$ cat src/rtl/pan_pkg.sv
// Shared definitions for the stereo pan mixer: FSM states and pan constants.
package pan_pkg;

    typedef enum logic [1:0] {
        ST_IDLE,
        ST_MUL_L,
        ST_MUL_R,
        ST_OUT
    } pan_state_t;

    localparam logic [15:0] PAN_CENTER = 16'h4000;
    localparam logic [15:0] PAN_MAX    = 16'h7FFF;

endpackage

$ cat src/rtl/pan_slew.sv
// Combinational slew limiter: moves the current pan toward the target by at
// most one step. Pan values are 15-bit magnitudes, so no arithmetic overflows.
module pan_slew (
    input  logic [15:0] target,
    input  logic [15:0] current,
    input  logic [15:0] step,
    output logic [15:0] next_pan
);

    logic [15:0] diff;

    // Jump straight to the target when close enough, otherwise take one step toward it
    always_comb begin
        diff     = '0;
        next_pan = current;
        if (target >= current) begin
            diff     = target - current;
            next_pan = (diff <= step) ? target : current + step;
        end else begin
            diff     = current - target;
            next_pan = (diff <= step) ? target : current - step;
        end
    end

endmodule

$ cat src/rtl/stereo_pan_mixer.sv
// Mono-to-stereo panner with a slew-limited pan coefficient and one shared
// multiplier time-sliced between the left and right gains.
module stereo_pan_mixer
    import pan_pkg::*;
#(
    parameter logic [15:0] PAN_STEP = 16'h0040
) (
    input  logic        CLOCK_50,
    input  logic        RESET,
    input  logic        SAMPLE_VALID,
    input  logic [15:0] MONO_IN,
    input  logic [15:0] PAN_IN,
    output logic [15:0] LEFT_OUT,
    output logic [15:0] RIGHT_OUT,
    output logic        OUT_VALID,
    output logic        BUSY,
    output logic        OVERRUN
);

    pan_state_t  state;
    logic [15:0] sample_q;
    logic [15:0] pan_cur;
    logic [15:0] hold_l;
    logic [15:0] pan_target;
    logic [15:0] pan_next;
    logic [15:0] gain;
    logic [32:0] prod;
    logic [15:0] mul_res;
    logic        unused_prod_bits;

    // Negative pan requests saturate to full right before slewing
    assign pan_target = PAN_IN[15] ? PAN_MAX : PAN_IN;

    pan_slew u_slew (
        .target   (pan_target),
        .current  (pan_cur),
        .step     (PAN_STEP),
        .next_pan (pan_next)
    );

    // Single multiplier: left gain during MUL_L, right gain otherwise.
    // Operands are extended to the full 33-bit product width so the modular
    // unsigned product equals the signed sample x non-negative gain product.
    assign gain    = (state == ST_MUL_L) ? (PAN_MAX - pan_cur) : pan_cur;
    assign prod    = {{17{sample_q[15]}}, sample_q} * {17'b0, gain};
    assign mul_res = prod[30:15];
    assign unused_prod_bits = ^{prod[32:31], prod[14:0]};

    assign BUSY = (state != ST_IDLE);

    // Sequencer: accept, multiply left, multiply right, present outputs
    always_ff @(posedge CLOCK_50) begin
        if (RESET) begin
            state     <= ST_IDLE;
            sample_q  <= '0;
            pan_cur   <= PAN_CENTER;
            hold_l    <= '0;
            LEFT_OUT  <= '0;
            RIGHT_OUT <= '0;
            OUT_VALID <= 1'b0;
            OVERRUN   <= 1'b0;
        end else begin
            OUT_VALID <= 1'b0;
            if (SAMPLE_VALID && state != ST_IDLE) begin
                OVERRUN <= 1'b1;
            end
            case (state)
                ST_IDLE: begin
                    if (SAMPLE_VALID) begin
                        sample_q <= MONO_IN;
                        pan_cur  <= pan_next;
                        state    <= ST_MUL_L;
                    end
                end
                ST_MUL_L: begin
                    hold_l <= mul_res;
                    state  <= ST_MUL_R;
                end
                ST_MUL_R: begin
                    // Right result goes straight to the output register so
                    // both channels and OUT_VALID are visible during OUT.
                    LEFT_OUT  <= hold_l;
                    RIGHT_OUT <= mul_res;
                    OUT_VALID <= 1'b1;
                    state     <= ST_OUT;
                end
                ST_OUT: begin
                    state <= ST_IDLE;
                end
                default: begin
                    state <= ST_IDLE;
                end
            endcase
        end
    end

endmodule

$ cat config.mk
export PLATFORM = sky130hd
export DESIGN_NAME = stereo_pan_mixer
export DESIGN_NICKNAME = d
export VERILOG_FILES = /design/src/rtl/pan_pkg.sv /design/src/rtl/pan_slew.sv /design/src/rtl/stereo_pan_mixer.sv
export SDC_FILE = /design/constraint.sdc
export NUM_CORES = 1
export LEC_CHECK = 0
export ABC_AREA = 1
export CAP_MARGIN = 20
export CORE_ASPECT_RATIO = 1.1
export CORE_UTILIZATION = 65
export DETAILED_ROUTE_END_ITERATION = 10
export PLACE_DENSITY = 0.89
export SYNTH_ARGS = -nofsm -noshare
export SYNTH_HDL_FRONTEND = slang
export SYNTH_SLANG_ARGS = --single-unit
$ cat constraint.sdc
create_clock -name CLOCK_50 -period 13.2 [get_ports CLOCK_50]
set_clock_uncertainty 0.05 [all_clocks]
set_input_delay 2.64 -clock CLOCK_50 [delete_from_list [all_inputs] [get_ports CLOCK_50]]
set_output_delay 2.64 -clock CLOCK_50 [all_outputs]
set_load 0.01 [all_outputs]
* Word-level counts from Yosys, hierarchy flattened *
Index checks and enable logic that the tools add are counted.

storage, ports and cells
  bits in latches = 0
  memory bits (writable) = 0
  flip-flop bits (word level) = 84
  memory bits (read-only) = 0
  memories = 0
  bits of input ports = 35
  output and inout port bits = 35
  word-level logic and storage cells = 33

operators by class
  divide/modulo/power cells = 0
  bitwise operators = 0
  add/sub/neg operators = 5
  multiply operators = 1
  order comparisons = 3
  equality and inequality tests = 4
  reduce and logical (&&, ||, !) cells = 4
  mux-type cells = 8
  shift-type cells = 0

operator list
  operator                                                                           number
  16-bit 2-to-1 mux                                                                  4
  16-bit by 7-bit less-or-equal comparator with 1-bit output, second input constant  2
  16-bit by 17-bit multiplier with 31-bit output                                     1
  16-bit by 7-bit adder with 16-bit output, second input constant                    1
  15-bit by 16-bit >= comparator with 1-bit output                                   1
  15-bit by 16-bit subtractor with 16-bit output                                     1
  15-bit by 16-bit subtractor with 16-bit output, first input constant               1
  16-bit by 15-bit subtractor with 16-bit output                                     1
  16-bit by 7-bit subtractor with 16-bit output, second input constant               1
  15-bit 2-to-1 mux                                                                  1
  2-bit case mux with 4 select lines                                                 1
  2-bit == test, second input constant                                               2
  2-bit by 1-bit == test with 1-bit output, second input constant                    1
  2-bit logical NOT                                                                  1
  2-bit 2-to-1 mux                                                                   1
  2-bit != test, second input constant                                               1
  2-bit AND reduction                                                                1
  2-bit nonzero test                                                                 1
  1-bit logical AND                                                                  1
  1-bit 2-to-1 mux                                                                   1

* Logic depth before layout (Yosys ltp) *
  depth in word-level cells = 5
  depth in mapped cells = 32
  gate-level depth less buffers = 31

* Modules after synthesis *
Synthesis repeated with hierarchy kept, for this count alone.

unflattened totals
  cells, all modules = 2483
  area, all modules = 16896.2 um2

by module, submodules not included
  module            area an instance (um2)  sequential area each (um2)  cells each  times used
  stereo_pan_mixer  12006.5                 1681.6                      1610        1
  pan_slew          4889.7                  0.0                         873         1

* Worst setup path after synthesis *
OpenSTA, ideal clock, no wires.

  path type = reg-to-reg
  start = reg state[1]
  end = reg hold_l[10]
  data required time = 13.034 ns
  setup time = 0.116 ns
  cell stages (with the launch flop) = 28
  buffers on the path = 1
  arrival time = 5.870 ns
  period minus slack after synthesis = 6.036 ns
  slack = 7.164 ns
  path through = dfxtp_1 -> inv_1 -> ha_1 -> inv_2 -> clkbuf_1 -> nand2_1 -> nand2_1 -> clkinv_1 -> nand2_1 -> fa_1 -> fa_1 -> inv_1 -> fa_1 -> fa_1 -> fa_1 -> inv_1 -> fa_1 -> inv_1 -> ha_1 -> a21oi_1 -> inv_1 -> a31oi_1 -> o21ai_0 -> a21oi_1 -> a21o_1 -> nand3_1 -> o211ai_1 -> inv_1

between the ends
  longest elaborated chain between the ends = 3

RTL lines
  what                                            RTL line                                        text
  from (decl)                                     stereo_pan_mixer.sv:20                          pan_state_t state;
  from (signal assigned)                          stereo_pan_mixer.sv:54                          state <= ST_IDLE;
  from (signal assigned)                          stereo_pan_mixer.sv:72                          state <= ST_MUL_L;
  from (signal assigned)                          stereo_pan_mixer.sv:77                          state <= ST_MUL_R;
  2-bit by 1-bit == test with 1-bit output *      stereo_pan_mixer.sv:44, stereo_pan_mixer.sv:67
  16-bit 2-to-1 mux                               stereo_pan_mixer.sv:44                          assign gain = (state == ST_MUL_L) ? (PAN_MAX - pan_cur) : pan_cur;
  16-bit by 17-bit multiplier with 31-bit output  stereo_pan_mixer.sv:45                          assign prod = {{17{sample_q[15]}}, sample_q} * {17'b0, gain};
  to (signal assigned)                            stereo_pan_mixer.sv:76                          hold_l <= mul_res;
  to (decl)                                       stereo_pan_mixer.sv:23                          logic [15:0] hold_l;

Mark *: on every way between the ends. The rest lies on a longest branch, timed or not.
A chain may end at the register's enable or synchronous reset.

* Final worst setup path *
  start = reg state[1]
  end = reg RIGHT_OUT[9]

between the ends
  longest elaborated chain between the ends = 3
  elaborated cells between the ends (all ways) = 4
  classes of those cells = 1 x mul; 2 x eq/ne; 1 x mux

RTL lines
  what                                            RTL line                text
  2-bit by 1-bit == test with 1-bit output        stereo_pan_mixer.sv:44
  16-bit 2-to-1 mux                               stereo_pan_mixer.sv:44
  16-bit by 17-bit multiplier with 31-bit output  stereo_pan_mixer.sv:45
  to (signal assigned)                            stereo_pan_mixer.sv:83  RIGHT_OUT <= mul_res;
  to (decl)                                       stereo_pan_mixer.sv:14  output logic [15:0] RIGHT_OUT,

Parallel ways exist; a longest one is shown, timed or not.

==> flow_summary.json <==
{
  "drtPass1Iterations": 6,
  "insertion_delay_ps": 370,
  "antenna_found_initial": 1,
  "seq_area_frac_synth_pct": 11.7,
  "setup_violations": 0,
  "io_buffers": 69,
  "tightest_slew_ps": 965,
  "critical_path_peak_fanout": 41,
  "core.rowCount": 56,
  "tritoncts": "yes",
  "whs_path_depth": 2,
  "hold_viol": 0,
  "synth_top_flop_cell": "dfxtp_1",
  "cts-htree-levels": 3,
  "grt_pass1_vias": 13300,
  "start_kind": "flip-flop",
  "grt_max_degree": 57,
  "cp_slowest_cell": "fa_1",
  "drtAntennaViolNets": 0,
  "slew_headroom_pct": 35.7,
  "vias_per_cell": 5.69,
  "critical_path_arrival_ps": 7700,
  "clk_pin_slew_ps": 70,
  "synth_edf_count": 0,
  "die_h_um": 158,
  "grt_pass1_wl_mm": 69.2,
  "synth_area_leaders": "fa_1 (27%), nand2_1 (13%), ha_1 (12%), dfxtp_1 (12%), inv_1 (11%)",
  "fin_crit_ps": 7500,
  "fin_area_mm2": 0.0155,
  "synth_cell_types": 44,
  "synth-seq-cells": 84,
  "max_stage_delay_ps": 570,
  "place_area_mm2": 0.0152,
  "wl_per_cell_um": 18.1,
  "cpMostUsedCell": "nand2_1",
  "synth_top_area_share_pct": 26.9,
  "wirelength_mm": 43.0,
  "worstSetupStartpoint": "state[1]$_SDFFE_PP0P_",
  "worstSetupEndpointType": "flip-flop",
  "r2r_cells": 26,
  "grt-ovfl-total": 0,
  "yosys-top-cells-count": "nand2_1 (480), inv_1 (429), nor2_1 (237)",
  "num_vias": 13500,
  "fin_util_pct": 72.2,
  "syn-num-nets": 2419,
  "cts_sinks": 84,
  "maxCapViolations": 0,
  "fillers": 1814,
  "syn_inst": 2048,
  "die_w_um": 144,
  "syn2layout_area_growth_pct": 8.25,
  "netlist_area_mm2": 0.0143,
  "criticalPathCategory": "flip-flop to flip-flop",
  "synth-async-reset-ratio_pct": 0,
  "cts_resized": 0,
  "rsz0062_at_grt": "false",
  "avgSynthCellArea_um2": 7.00,
  "die_area_mm2": 0.0227,
  "yosysMostFrequentCell": "nand2_1",
  "required_ps": 13410,
  "cts_setup_buffers": 0,
  "outcome": "complete, no violations",
  "max_freq_ghz": 0.133,
  "yosys.area.top_type": "fa_1",
  "start_util_pct": 66.7,
  "drive_above_1_share_pct": 3.12,
  "final_nets": 2450,
  "dp_hpwl_mm": 35.0,
  "r2r-start": "state[1]$_SDFFE_PP0P_",
  "core-area_mm2": 0.0215,
  "track_usage_pct": 40.2,
  "drtIter0Drc": 1176,
  "drc_errors": 0,
  "ctsHoldBuffers": 0,
  "tns_ps": 0,
  "ioPinCount": 70,
  "cts-root-buf": "clkbuf_16",
  "fin_crit_sh_pct": 56.8,
  "drv_slew": 0,
  "cts_inserted_buffers": 9,
  "min_from": "hold_l[8]$_SDFFE_PP0P_",
  "gp_congestion": 1.08,
  "cts_buffer_depth": 2,
  "yosysWarnings": 0,
  "hold_class": "flip-flop to flip-flop"
}
-- critical path: cells and delay by family (launching register included) --
family | cells | cell delay (ps)
compound gates | 3 | 880
fa+ha+maj | 8 | 3420
buf+inv | 7 | 1480
flops | 1 | 360
simple gates | 8 | 1190
-- final timing paths --
kind	end	slack [ps]
setup / recovery	RIGHT_OUT[9]$_SDFFE_PP0P_	5700
hold reg to reg	LEFT_OUT[8]$_SDFFE_PP0P_	410
hold / removal	LEFT_OUT[8]$_SDFFE_PP0P_	410
setup reg to reg	RIGHT_OUT[9]$_SDFFE_PP0P_	5700
-- through the flow --
step | cells | setup slack, ps | hold slack (ps)
floorplan | 2048 | 7160 | 373
global placement | 2358 | 5990 | 392
detailed placement | 2358 | 5810 | 390
CTS | 2374 | 5770 | 406
global route | 2374 | 5260 | 425
finish | 2375 | 5700 | 406
-- state kept, by name, summed over array words and instances (netlist names) --
signal / flops
LEFT_OUT: 16
RIGHT_OUT: 16
hold_l: 16
pan_cur: 16
sample_q: 16
state: 2
OUT_VALID: 1
OVERRUN: 1
-- layer usage --
layer | routed length (um) | up-vias | GRT usage (%)
li1 | - | 6280 | -
met5 | 0 | - | 0
met1 | 17300 | 6343 | 52.8
met3 | 4260 | 136 | 8.62
met2 | 19300 | 748 | 63.4
met4 | 2030 | 0 | 18.3
-- cells in the final DEF (no fill, tap or decap), types with 20 or more instances in the layout --
cell,n
nand2_1,480
inv_1,429
nand4_1,20
nor2_1,237
o21ai_0,57
clkdlybuf4s50_1,69
ha_1,142
dfxtp_1,84
nand3_1,119
a21oi_1,93
fa_1,193
-- final cells by class --
class / count / area [um^2] / share of cell area (%)
inverter: 450 / 1690 / 10.9
timing repair buffer: 76 / 743 / 4.79
antenna: 1 / 2.50 / 0.0161
clock buffer: 9 / 225 / 1.45
sequential: 84 / 1680 / 10.8
tap: 290 / 363 / 2.34
multi-input combinational: 1458 / 10700 / 69.2
clock inverter: 7 / 76.3 / 0.492
-- logic make-up after synthesis --
| logic type | share of synthesized area, % |
|---|---|
| AO/OA/AOI/OAI | 7.71 |
| flip-flops | 11.7 |
| AND/OR/NAND/NOR | 26.3 |
| XOR/XNOR | 1.47 |
| adder cells (fa/ha/maj) | 39.4 |
| buffers and inverters | 13.4 |
Power is not shown: default switching activity piles up to over one toggle a cycle in this logic, so the estimate is an artifact.
